## config.mk

```make
export PLATFORM = sky130hd
export DESIGN_NAME = instr_executor_flat
export DESIGN_NICKNAME = d
export VERILOG_FILES = /design/src/rtl/instr_executor_pkg.sv /design/src/rtl/instr_executor_if.sv /design/src/rtl/instr_executor_divider.sv /design/src/rtl/instr_executor.sv /design/src/flat_wrapper.sv
export SDC_FILE = /design/constraint.sdc
export NUM_CORES = 2
export LEC_CHECK = 0
export CAP_MARGIN = 10
export CORE_UTILIZATION = 45
export CTS_CLUSTER_SIZE = 25
export DETAILED_ROUTE_END_ITERATION = 7
export GPL_ROUTABILITY_DRIVEN = 0
export PLACE_DENSITY = 0.72
export REMOVE_ABC_BUFFERS = 1
export SYNTH_ARGS = -nofsm -noshare
export SYNTH_HDL_FRONTEND = slang
export SYNTH_SLANG_ARGS = --single-unit
```

## constraint.sdc

```tcl
create_clock -name clk -period 13.4 [get_ports clk]
set_input_delay 2.68 -clock clk [delete_from_list [all_inputs] [get_ports clk]]
set_output_delay 2.68 -clock clk [all_outputs]
set_load 0.02 [all_outputs]
```

## src/rtl/instr_executor_pkg.sv

```systemverilog
// Shared types for the execution stage behind instr_register: opcodes,
// instruction/result formats and the executor state encoding.
package instr_executor_pkg;

  localparam int PTR_W       = 5;
  localparam int OP_W        = 32;
  localparam int RES_W       = 64;
  localparam int DIV_LATENCY = 33;

  typedef enum logic [3:0] {
    ZERO  = 4'd0,
    PASSA = 4'd1,
    PASSB = 4'd2,
    ADD   = 4'd3,
    SUB   = 4'd4,
    MULT  = 4'd5,
    DIV   = 4'd6,
    MOD   = 4'd7
  } opcode_t;

  typedef logic signed [OP_W-1:0]  operand_t;
  typedef logic signed [RES_W-1:0] result_t;

  typedef struct packed {
    opcode_t  opc;
    operand_t op_a;
    operand_t op_b;
  } instruction_t;

  typedef enum logic [2:0] {
    IDLE     = 3'd0,
    FETCH    = 3'd1,
    EXEC     = 3'd2,
    DIV_WAIT = 3'd3,
    RESULT   = 3'd4
  } exec_state_t;

  function automatic result_t sext(input operand_t v);
    return result_t'(v);
  endfunction

endpackage

```

## src/rtl/instr_executor_if.sv

```systemverilog
// Register-read port and result channel of the executor.
// Result channel: a transfer happens on a rising edge where res_valid and
// res_ready are both high; while res_valid waits for res_ready, all res_*
// fields and result stay frozen and res_valid does not drop.
interface instr_executor_if;
  import instr_executor_pkg::*;

  logic [PTR_W-1:0] read_pointer;
  instruction_t     instruction_word;
  logic             res_valid;
  logic             res_ready;
  logic [PTR_W-1:0] res_pointer;
  opcode_t          res_opcode;
  result_t          result;
  logic             div_by_zero;

  modport master (
    output read_pointer,
    input  instruction_word,
    output res_valid,
    input  res_ready,
    output res_pointer,
    output res_opcode,
    output result,
    output div_by_zero
  );

  modport slave (
    input  read_pointer,
    output instruction_word,
    input  res_valid,
    output res_ready,
    input  res_pointer,
    input  res_opcode,
    input  result,
    input  div_by_zero
  );

endinterface

```

## src/rtl/instr_executor_divider.sv

```systemverilog
// Signed 32-bit restoring divider: 32 magnitude iterations, then a cycle in
// which div_done is high and the sign-corrected quotient/remainder are valid.
module instr_divider
  import instr_executor_pkg::*;
(
  input  logic                   clk,
  input  logic                   reset,
  input  logic                   div_start,
  input  operand_t               dividend,
  input  operand_t               divisor,
  output logic signed [OP_W:0]   quotient,
  output logic signed [OP_W:0]   remainder,
  output logic                   div_done
);

  logic [OP_W-1:0] dvd_q;
  logic [OP_W-1:0] dsr_q;
  logic [OP_W-1:0] rem_q;
  logic            neg_quo;
  logic            neg_rem;
  logic            running;
  logic            fixup;
  logic [5:0]      count;
  logic [OP_W:0]   rem_sh;
  logic [OP_W:0]   diff;
  logic [OP_W:0]   quo_mag;
  logic [OP_W:0]   rem_mag;

  function automatic logic [OP_W-1:0] mag(input operand_t v);
    return v[OP_W-1] ? OP_W'(-v) : OP_W'(v);
  endfunction

  // dvd_q shifts the dividend out at the top and collects quotient bits at the bottom.
  always_comb begin
    rem_sh = {rem_q, dvd_q[OP_W-1]};
    diff   = rem_sh - {1'b0, dsr_q};
  end

  always_ff @(posedge clk) begin
    if (reset) begin
      dvd_q   <= '0;
      dsr_q   <= '0;
      rem_q   <= '0;
      neg_quo <= 1'b0;
      neg_rem <= 1'b0;
      running <= 1'b0;
      fixup   <= 1'b0;
      count   <= '0;
    end else if (div_start) begin
      dvd_q   <= mag(dividend);
      dsr_q   <= mag(divisor);
      rem_q   <= '0;
      neg_quo <= dividend[OP_W-1] ^ divisor[OP_W-1];
      neg_rem <= dividend[OP_W-1];
      running <= 1'b1;
      fixup   <= 1'b0;
      count   <= '0;
    end else if (running) begin
      if (!diff[OP_W]) begin
        rem_q <= diff[OP_W-1:0];
        dvd_q <= {dvd_q[OP_W-2:0], 1'b1};
      end else begin
        rem_q <= rem_sh[OP_W-1:0];
        dvd_q <= {dvd_q[OP_W-2:0], 1'b0};
      end
      count <= count + 1'b1;
      if (count == 6'(DIV_LATENCY - 2)) begin
        running <= 1'b0;
        fixup   <= 1'b1;
      end
    end else begin
      fixup <= 1'b0;
    end
  end

  // 33-bit outputs so -2^31 / -1 = +2^31 is representable.
  always_comb begin
    quo_mag   = {1'b0, dvd_q};
    rem_mag   = {1'b0, rem_q};
    quotient  = neg_quo ? -quo_mag : quo_mag;
    remainder = neg_rem ? -rem_mag : rem_mag;
  end

  assign div_done = fixup;

endmodule

```

## src/rtl/instr_executor.sv

```systemverilog
// Execution stage: walks first..last (wrapping mod 32) through instr_register,
// executes each instruction and offers the result on the valid/ready channel.
module instr_executor
  import instr_executor_pkg::*;
(
  input  logic               clk,
  input  logic               reset,
  input  logic               start,
  input  logic [PTR_W-1:0]   first_ptr,
  input  logic [PTR_W-1:0]   last_ptr,
  instr_executor_if.master   bus,
  output logic               busy,
  output logic               done,
  output exec_state_t        state
);

  exec_state_t      state_q;
  exec_state_t      state_d;
  instruction_t     instr_q;
  logic [PTR_W-1:0] last_q;
  logic [PTR_W-1:0] rd_ptr_q;
  logic [PTR_W-1:0] res_ptr_q;
  opcode_t          res_opc_q;
  result_t          res_q;
  logic             dbz_q;
  logic             done_q;

  logic                  div_start;
  logic                  div_done;
  logic signed [OP_W:0]  quotient;
  logic signed [OP_W:0]  remainder;

  logic    is_div;
  logic    zero_div;
  logic    handshake;
  logic    last_hit;
  logic    load_res;
  logic    dbz_d;
  result_t a64;
  result_t b64;
  result_t exec_val;
  result_t res_d;

  instr_divider u_div (
    .clk       (clk),
    .reset     (reset),
    .div_start (div_start),
    .dividend  (instr_q.op_a),
    .divisor   (instr_q.op_b),
    .quotient  (quotient),
    .remainder (remainder),
    .div_done  (div_done)
  );

  always_comb begin
    a64      = sext(instr_q.op_a);
    b64      = sext(instr_q.op_b);
    is_div   = (instr_q.opc == DIV) || (instr_q.opc == MOD);
    zero_div = (instr_q.op_b == '0);
    case (instr_q.opc)
      PASSA:   exec_val = a64;
      PASSB:   exec_val = b64;
      ADD:     exec_val = a64 + b64;
      SUB:     exec_val = a64 - b64;
      MULT:    exec_val = a64 * b64;
      default: exec_val = '0;
    endcase
  end

  always_comb begin
    state_d   = state_q;
    div_start = 1'b0;
    load_res  = 1'b0;
    res_d     = '0;
    dbz_d     = 1'b0;
    handshake = (state_q == RESULT) && bus.res_ready;
    last_hit  = (rd_ptr_q == last_q);
    case (state_q)
      IDLE:     if (start) state_d = FETCH;
      FETCH:    state_d = EXEC;
      EXEC: begin
        if (is_div && !zero_div) begin
          div_start = 1'b1;
          state_d   = DIV_WAIT;
        end else begin
          // Divide by zero falls through here: exec_val is 0 for DIV/MOD.
          state_d  = RESULT;
          load_res = 1'b1;
          res_d    = exec_val;
          dbz_d    = is_div;
        end
      end
      DIV_WAIT: begin
        if (div_done) begin
          state_d  = RESULT;
          load_res = 1'b1;
          res_d    = (instr_q.opc == DIV) ? RES_W'(quotient) : RES_W'(remainder);
        end
      end
      RESULT:   if (handshake) state_d = last_hit ? IDLE : FETCH;
      default:  state_d = IDLE;
    endcase
  end

  always_ff @(posedge clk) begin
    if (reset) begin
      state_q   <= IDLE;
      instr_q   <= '0;
      last_q    <= '0;
      rd_ptr_q  <= '0;
      res_ptr_q <= '0;
      res_opc_q <= ZERO;
      res_q     <= '0;
      dbz_q     <= 1'b0;
      done_q    <= 1'b0;
    end else begin
      state_q <= state_d;
      done_q  <= 1'b0;
      if (state_q == IDLE && start) begin
        last_q   <= last_ptr;
        rd_ptr_q <= first_ptr;
      end
      if (state_q == FETCH) instr_q <= bus.instruction_word;
      if (load_res) begin
        res_q     <= res_d;
        res_ptr_q <= rd_ptr_q;
        res_opc_q <= instr_q.opc;
        dbz_q     <= dbz_d;
      end
      if (handshake) begin
        if (last_hit) done_q   <= 1'b1;
        else          rd_ptr_q <= rd_ptr_q + 1'b1;
      end
    end
  end

  assign bus.read_pointer = rd_ptr_q;
  assign bus.res_valid    = (state_q == RESULT);
  assign bus.res_pointer  = res_ptr_q;
  assign bus.res_opcode   = res_opc_q;
  assign bus.result       = res_q;
  assign bus.div_by_zero  = dbz_q;
  assign busy             = (state_q != IDLE);
  assign done             = done_q;
  assign state            = state_q;

endmodule

```

## src/flat_wrapper.sv

```systemverilog
// flat-port wrapper written by rule: the top's interface ports become plain ports
module instr_executor_flat import instr_executor_pkg::*;
  (clk, reset, start, first_ptr, last_ptr, busy, done, state, bus_read_pointer, bus_instruction_word, bus_res_valid, bus_res_ready, bus_res_pointer, bus_res_opcode, bus_result, bus_div_by_zero);
  instr_executor_if bus_i ();
  input  logic clk;
  input  logic reset;
  input  logic start;
  input  logic [PTR_W-1:0] first_ptr;
  input  logic [PTR_W-1:0] last_ptr;
  output logic busy;
  output logic done;
  output exec_state_t state;
  output wire logic [$bits(bus_i.read_pointer)-1:0] bus_read_pointer;
  input wire logic [$bits(bus_i.instruction_word)-1:0] bus_instruction_word;
  output wire logic [$bits(bus_i.res_valid)-1:0] bus_res_valid;
  input wire logic [$bits(bus_i.res_ready)-1:0] bus_res_ready;
  output wire logic [$bits(bus_i.res_pointer)-1:0] bus_res_pointer;
  output wire logic [$bits(bus_i.res_opcode)-1:0] bus_res_opcode;
  output wire logic [$bits(bus_i.result)-1:0] bus_result;
  output wire logic [$bits(bus_i.div_by_zero)-1:0] bus_div_by_zero;
  assign bus_read_pointer = bus_i.read_pointer;
  assign bus_i.instruction_word = bus_instruction_word;
  assign bus_res_valid = bus_i.res_valid;
  assign bus_i.res_ready = bus_res_ready;
  assign bus_res_pointer = bus_i.res_pointer;
  assign bus_res_opcode = bus_i.res_opcode;
  assign bus_result = bus_i.result;
  assign bus_div_by_zero = bus_i.div_by_zero;
  instr_executor u_core (.clk(clk), .reset(reset), .start(start), .first_ptr(first_ptr), .last_ptr(last_ptr), .bus(bus_i), .busy(busy), .done(done), .state(state));
endmodule
```

---- Word level (Yosys, flattened, before mapping) ----
Cells that the tools add are included.
storage, ports and cells
  output and inout bits ................... 85
  register bits after elaboration ......... 262
  input bits .............................. 82
  logic and storage cells ................. 94
operators by class
  bitwise gates (word level) .............. 3
  equality and inequality tests ........... 16
  reductions and logical operators ........ 13
  multiplexer cells ....................... 33
  add/sub/neg operators ................... 9
  multipliers ............................. 1
operators with widths
  operator                                                         count
  64-bit one-hot mux with 5 select lines                           1
  64-bit 2-to-1 mux                                                3
  32-bit 2-to-1 mux                                                5
  64-bit one-hot mux with 2 select lines                           1
  33-bit 2-to-1 mux                                                2
  32-bit negation with 33-bit output                               2
  32-bit by 32-bit multiplier with 64-bit output                   1
  32-bit negation                                                  2
  32-bit by 32-bit adder with 33-bit output                        1
  32-bit by 32-bit subtractor with 33-bit output                   1
  33-bit by 32-bit subtractor with 33-bit output                   1
  32-bit zero test                                                 1
  4-bit by 3-bit == test with 1-bit output, second input constant  4
  5-bit 2-to-1 mux                                                 3
  3-bit one-hot mux with 5 select lines                            1
  1-bit 2-to-1 mux                                                 12
  3-bit 2-to-1 mux                                                 4
  4-bit by 2-bit == test with 1-bit output, second input constant  2
  6-bit by 1-bit adder with 6-bit output, second input constant    1
  3-bit by 2-bit == test with 1-bit output, second input constant  2
  6-bit by 5-bit == test with 1-bit output, second input constant  1
  5-bit by 1-bit adder with 5-bit output, second input constant    1
  5-bit == test                                                    1
  4-bit by 1-bit == test with 1-bit output, second input constant  1
  16 further kinds                                                 21

---- Depth between registers and ports, before layout ----
  word-level depth ........................ 6
  mapped depth ............................ 30
  depth with buffers taken out ............ 26

---- Modules after synthesis ----
Synthesis repeated with hierarchy kept, for this count alone.
second synthesis, totals
  cell total of the unflattened synthesis .. 6426
  area, all modules ....................... 55265.5 µm²
modules (own cells, without submodules)
  module          cells each  area an instance (µm²)  times used  seq. area each (µm²)
  instr_executor  5333        46648.5                 1           3123.0
  instr_divider   1093        8617.0                  1           2122.0

---- Worst setup path after synthesis ----
No wires, ideal clock.
  kind .................................... flip-flop to flip-flop
  start ................................... reg u_core.instr_q (netlist bit u_core.a64[31])
  end ..................................... reg u_core.res_q[63] (netlist: u_core.bus.result[63])
  stages on the path, launching flop included .. 30
  data arrival time ....................... 8206 ps
  buffers on the path ..................... 4
  slack ................................... 5064 ps
  cell sequence ........................... dfxtp_1 clkbuf_1 clkbuf_1 clkbuf_1 nand2_1 inv_1 fa_1 inv_1 fa_1 inv_1 fa_1 fa_1 inv_1 fa_1 inv_1 fa_1 inv_1 fa_1 inv_1 fa_1 ha_1 clkbuf_1 a21o_1 a31oi_1 nand3_1 nor4_1 a21oi_1 o22ai_1 mux2i_1 o31ai_1
on the way
  longest elaborated chain between the ends .. 4
  elaborated cells between the ends (all ways) .. 6
  classes of those cells .................. 2 x add/sub; 1 x mul; 3 x mux
RTL lines
  item                                                                          line                   text
  start, declared                                                               instr_executor.sv:19   instruction_t instr_q;
  start signal, assigned                                                        instr_executor.sv:123  if (state_q == FETCH) instr_q <= bus.instruction_word;
  32-bit by 32-bit multiplier with 64-bit output, or another cell as far along  instr_executor.sv:65   MULT: exec_val = a64 * b64;
  64-bit one-hot mux with 5 select lines *                                      instr_executor.sv:60   case (instr_q.opc)
  64-bit 2-to-1 mux *                                                           instr_executor.sv:82   if (is_div && !zero_div) begin
  64-bit one-hot mux with 2 select lines *                                      instr_executor.sv:78   case (state_q)
  end signal, assigned                                                          instr_executor.sv:125  res_q <= res_d;
  end, declared                                                                 instr_executor.sv:24   result_t res_q;
Mark *: on every way between the ends. The rest lies on a longest branch, timed or not.
A chain may end at the register's enable or synchronous reset.

---- Worst setup path in the final report ----
  start ................................... reg u_core.instr_q (netlist bit u_core.b64[7])
  end ..................................... reg u_core.res_q[63] (netlist: u_core.bus.result[63])
on the way
  longest elaborated chain between the ends .. 5
  elaborated cells between the ends (all ways) .. 11
  classes of those cells .................. 2 x add/sub; 1 x mul; 5 x mux; 3 x reduce/logical
RTL lines
  item
  parallel branches: the longest is 5 deep, another holds 32-bit by 32-bit multiplier with 64-bit output
Parallel ways; which one is timed is not known.

==> results by stage <==
Timing:
- The worst hold margin is 0.453 ns.
- Setup violations remaining at the end of the flow were counted as 0.
- Measured against its own limit, the worst slew margin works out to 23.8%.
- The achievable clock frequency is 109 MHz.
- The number of hold-slack violations in the final timing report was 0.
- The number of slew-limit violations in the final report is 0.
- Across the routed clock network, the largest skew measured is 0.0279 ns.
- The slew of the pin with the lowest slew margin is 1.14 ns.
- The setup TNS after final layout is 0 ns.
- Setup repair after global routing left no endpoint under its margin.
- The worst path needs 9.21 ns of the cycle, external delays included.
- Of the available clock period, the critical path in the final layout requires 68.7%.

Synth:
- The post-synthesis mux area share is 0.853%.
- The fraction of the yosys area taken by sequential cells is 9.46%.
- The dominant synthesized flop cell is sky130_fd_sc_hd__dfxtp_1.
- The proportion of register bits with asynchronous set or reset after synthesis is 0%.
- The synthesized netlist devotes 17.4% of its cell area to simple gates.
- The mean instance size in the synthesized netlist is 8.51 µm².
- The compound-gate portion of the synthesized area is 12.9%.
- After synthesis, the largest family of logic cells by area is adder cells.
- The distinct cell type count of the synthesized netlist is 79.
- The cell count after synthesis is 6519.
- After Yosys synthesis, XOR and XNOR cells account for 3.44% of the synthesized area.
- After synthesis the cells add up to 55500 µm².
- The number of flops mapped to enable cells by yosys is 0.
- The number of warnings reported in the yosys synthesis log is 0.
- After synthesis the netlist holds a flip-flop and latch count of 262.
- The synthesized netlist devotes 45.6% of its cell area to adder and majority cells.

Route:
- After detailed routing, the number of remaining DRC violations is 13.
- The DRC marker count from the first detailed-route iteration is 5575.
- The first-pass iteration count of the detailed router is 8.
- The remaining number of nets flagged by the antenna check after routing is 0.
- In the final routed layout, each cell accounts on average for 23.8 µm.
- After detailed routing, the total wire length is 192000 µm.
- The vias per cell is 5.97.
- The via total after detailed routing is 47989.

Die:
- The floorplan step defined a die boundary enclosing 125000 µm².
- 167 I/O pins were placed.
- From left edge to right edge, the die measures 353 µm.
- The number of placement rows is 128.
- The die span in y is 353 µm.
- The area of the placeable core is 122000 µm².
- The initial utilization of the core area, before any placement, comes to 45.4%.

Clock tree:
- Clock-pin slew was measured on the worst setup and hold paths at 0.06 ns.
- For this design, the sink count on the clock tree is 262.
- The tree is rooted in a sky130_fd_sc_hd__clkbuf_16.
- The clock passes through at most 3 buffers.
- Once the clock tree was built, the resizer swapped 0 gates to a different size.
- The number of clock buffers added by TritonCTS is 36.
- TritonCTS built the clock tree.
- The number of setup buffers added after CTS is 0.
- The hold-fix buffer count after cts is 0.
- In this run the number of H-tree levels came out at 2.
- The later pin in the worst-skew pair is clocked with a latency of 0.60 ns.

Critical path:
- The maximum net fanout on the critical path is 37.
- The worst setup path is of the flip-flop to flip-flop kind.
- The cell with the most instances on the worst path is sky130_fd_sc_hd__fa_1.
- The worst setup path is launched from a flip-flop.
- The worst setup path is captured at a flip-flop.
- Among all stages on the critical path, the largest delay is contributed by sky130_fd_sc_hd__fa_1.
- The family with the most delay on the worst path is adder cells.
- The count of buffer and inverter cells on the critical path is 8.
- At the worst endpoint, the arrival time is 9.64 ns.
- The critical path required time is 13.83 ns.
- In this design, the stage delay of the slowest critical-path cell is 0.89 ns.

Power and ir drop:
- Of the total power, the share spent switching nets is 53.3%.
- The power consumption is 5.66 mW.
- The portion of total power attributed to the clock network is 17.8%.
- Cell internal power was estimated by the tool at 2.64 mW.
- Registers are responsible for 16.2% of the overall power.
- The analysis attributes to net switching a power of 3.01 mW.
- In this run the power density over the cells is 95.0 nW/µm².
- In this run the static leakage power is 28.0 nW.
- VDD sags by at most 0.124 mV.
- Combinational logic burns 66.0% of the power.

GRT:
- The number of global-route vias before repair is 49232.
- The total grt overflow is 0.
- The all-layer global routing usage is 30.9%.
- The wire length of the first global-routing pass is 296000 µm.
- The number of antenna violations at the first check in global routing is 4.
- Entering global routing, the biggest net connects 71 pins.

Placement:
- The post-DP HPWL is 142000 µm.
- The number of placed cells counting well taps is 7973.
- The number of I/O port buffers is 166.

Status:
- The flow ran to the end, but the final reports show violations.
- The final reports fail on design-rule violations.

Final layout:
- The final-stage net count is 7840.
- The final instance count without filler cells is 8041.
- Cells fill 48.8% of the core in the end.
- From synthesis to final layout, the design area changed by 7.44%.
- Cells with a size suffix above 1 make up 3.56% of the layout.

Flow run:
- Across the run, the number of max-cap violations was 0.

Min path:
- The worst min-delay path category is flip-flop to flip-flop.
==> state kept, by name (all words and copies together), names as in the netlist <==
name,count
u_core.u_div.count,6
u_core.bus.res_opcode,4
u_core.b64,32
u_core.instr_q,4
u_core.u_div.running,1
u_core.bus.read_pointer,5
u_core.bus.result,64
u_core.u_div.dvd_q,32
u_core.bus.div_by_zero,1
u_core.done,1
u_core.last_q,5
u_core.u_div.neg_rem,1
u_core.state,3
u_core.u_div.div_done,1
u_core.a64,32
u_core.u_div.rem_q,32
u_core.u_div.dsr_q,32
u_core.u_div.neg_quo,1
u_core.bus.res_pointer,5
==> cell usage after synthesis (60+ instances only) <==
master / instances / area share, %
sky130_fd_sc_hd__clkbuf_1: 412 / 2.8
sky130_fd_sc_hd__dfxtp_1: 262 / 9.5
sky130_fd_sc_hd__nand2_1: 848 / 5.7
sky130_fd_sc_hd__xor2_1: 83 / 1.3
sky130_fd_sc_hd__fa_1: 1085 / 39
sky130_fd_sc_hd__and2_1: 459 / 5.2
sky130_fd_sc_hd__ha_1: 287 / 6.5
sky130_fd_sc_hd__a21oi_1: 305 / 2.8
sky130_fd_sc_hd__xnor2_1: 135 / 2.1
sky130_fd_sc_hd__inv_1: 1077 / 7.3
sky130_fd_sc_hd__nand3_1: 60 / 0.54
sky130_fd_sc_hd__a211oi_1: 102 / 1.4
sky130_fd_sc_hd__nor2_1: 325 / 2.2
sky130_fd_sc_hd__o21ai_0: 220 / 2.0
==> metal layers <==
metal  track usage, %  vias up  part of all wire (%)
met5                0        -                     0
met4             14.6        0                   6.0
met3             11.3      727                    15
met2             46.1     3296                    43
met1             39.6    23595                    37
li1                 -    20371                     -
==> power by group through the flow <==
stage / combinational [mW] / clock [mW] / sequential (mW)
floorplan: 2.09 / 0 / 1.09
global placement: 3.52 / 0 / 0.927
detailed placement: 3.54 / 0 / 0.927
CTS: 3.60 / 1.02 / 0.912
global route: 3.99 / 1.04 / 0.922
finish: 3.73 / 1.01 / 0.917
==> cell usage in the layout (no fill, tap or decap), types with 11 or more instances in the layout <==
| master | count |
|---|---|
| sky130_fd_sc_hd__fa_1 | 1085 |
| sky130_fd_sc_hd__inv_1 | 1077 |
| sky130_fd_sc_hd__nand2_1 | 848 |
| sky130_fd_sc_hd__and2_1 | 459 |
| sky130_fd_sc_hd__nor2_1 | 325 |
| sky130_fd_sc_hd__a21oi_1 | 304 |
| sky130_fd_sc_hd__ha_1 | 287 |
| sky130_fd_sc_hd__dfxtp_1 | 258 |
| sky130_fd_sc_hd__o21ai_0 | 220 |
| sky130_fd_sc_hd__clkdlybuf4s50_1 | 165 |
| sky130_fd_sc_hd__xnor2_1 | 134 |
| sky130_fd_sc_hd__buf_4 | 106 |
| sky130_fd_sc_hd__a211oi_1 | 102 |
| sky130_fd_sc_hd__xor2_1 | 83 |
| sky130_fd_sc_hd__nand3_1 | 60 |
| sky130_fd_sc_hd__a21o_1 | 58 |
| sky130_fd_sc_hd__nor3_1 | 49 |
| sky130_fd_sc_hd__mux2i_1 | 45 |
| sky130_fd_sc_hd__nand4_1 | 41 |
| sky130_fd_sc_hd__o31ai_1 | 41 |
| sky130_fd_sc_hd__o211ai_1 | 37 |
| sky130_fd_sc_hd__clkbuf_16 | 37 |
| sky130_fd_sc_hd__or3_1 | 35 |
| sky130_fd_sc_hd__nand2b_1 | 33 |
| sky130_fd_sc_hd__a222oi_1 | 29 |
| sky130_fd_sc_hd__a31oi_1 | 29 |
| sky130_fd_sc_hd__nor2b_1 | 27 |
| sky130_fd_sc_hd__a221oi_1 | 27 |
| sky130_fd_sc_hd__o22ai_1 | 25 |
| sky130_fd_sc_hd__o41ai_1 | 22 |
| sky130_fd_sc_hd__o21bai_1 | 22 |
| sky130_fd_sc_hd__and3_1 | 21 |
| sky130_fd_sc_hd__or4_1 | 20 |
| sky130_fd_sc_hd__a22oi_1 | 19 |
| sky130_fd_sc_hd__nor4_1 | 18 |
| sky130_fd_sc_hd__or2_2 | 18 |
| sky130_fd_sc_hd__o21a_1 | 15 |
| sky130_fd_sc_hd__a311oi_1 | 11 |
==> kinds of logic after synthesis <==
family	after synthesis
mux	47
buf+inv	1524
fa+ha+maj	1372
xor+xnor	218
flops	262
simple gates	2007
compound gates	1089
==> worst reg2reg max path: cells and delay by family (launching register included) <==
kind / cells / cell delay, ns
compound gates: 5 / 0.98
fa+ha+maj: 9 / 4.82
buf+inv: 8 / 1.94
flops: 1 / 0.31
mux: 1 / 0.21
simple gates: 3 / 0.78
==> path summary, 6_finish.rpt <==
| path | depth (start not counted) | slack, ns | end | start |
|---|---|---|---|---|
| worst min register to register | 2 | 0.45 | u_core.bus.res_pointer[3]$_SDFFE_PP0P_ | u_core.bus.res_pointer[3]$_SDFFE_PP0P_ |
| worst min-delay path | 2 | 0.45 | u_core.bus.res_pointer[3]$_SDFFE_PP0P_ | u_core.bus.res_pointer[3]$_SDFFE_PP0P_ |
| worst max-delay path | 26 | 4.19 | u_core.bus.result[63]$_SDFFE_PP0P_ | u_core.b64[7]$_SDFFE_PP0P_ |
| worst max register to register | 26 | 4.19 | u_core.bus.result[63]$_SDFFE_PP0P_ | u_core.b64[7]$_SDFFE_PP0P_ |
==> per-stage QoR <==
step	area [µm²]	worst slack, ns
2_1_floorplan	53800	4.71
3_3_place_gp	58400	4.51
3_5_place_dp	58400	4.39
4_1_cts	59600	4.33
5_1_grt	59600	3.88
6_report	59600	4.19
==> cell type report <==
type / count / area, µm²
clock buffer: 47 / 1020
clock inverter: 15 / 161
sequential: 262 / 5250
fill: 11490 / 62500
tap: 1625 / 2030
inverter: 1079 / 4050
antenna: 6 / 15.0
timing repair buffer: 274 / 2480
multi-input combinational: 4733 / 44600
Power figures use the tool's default switching activity.
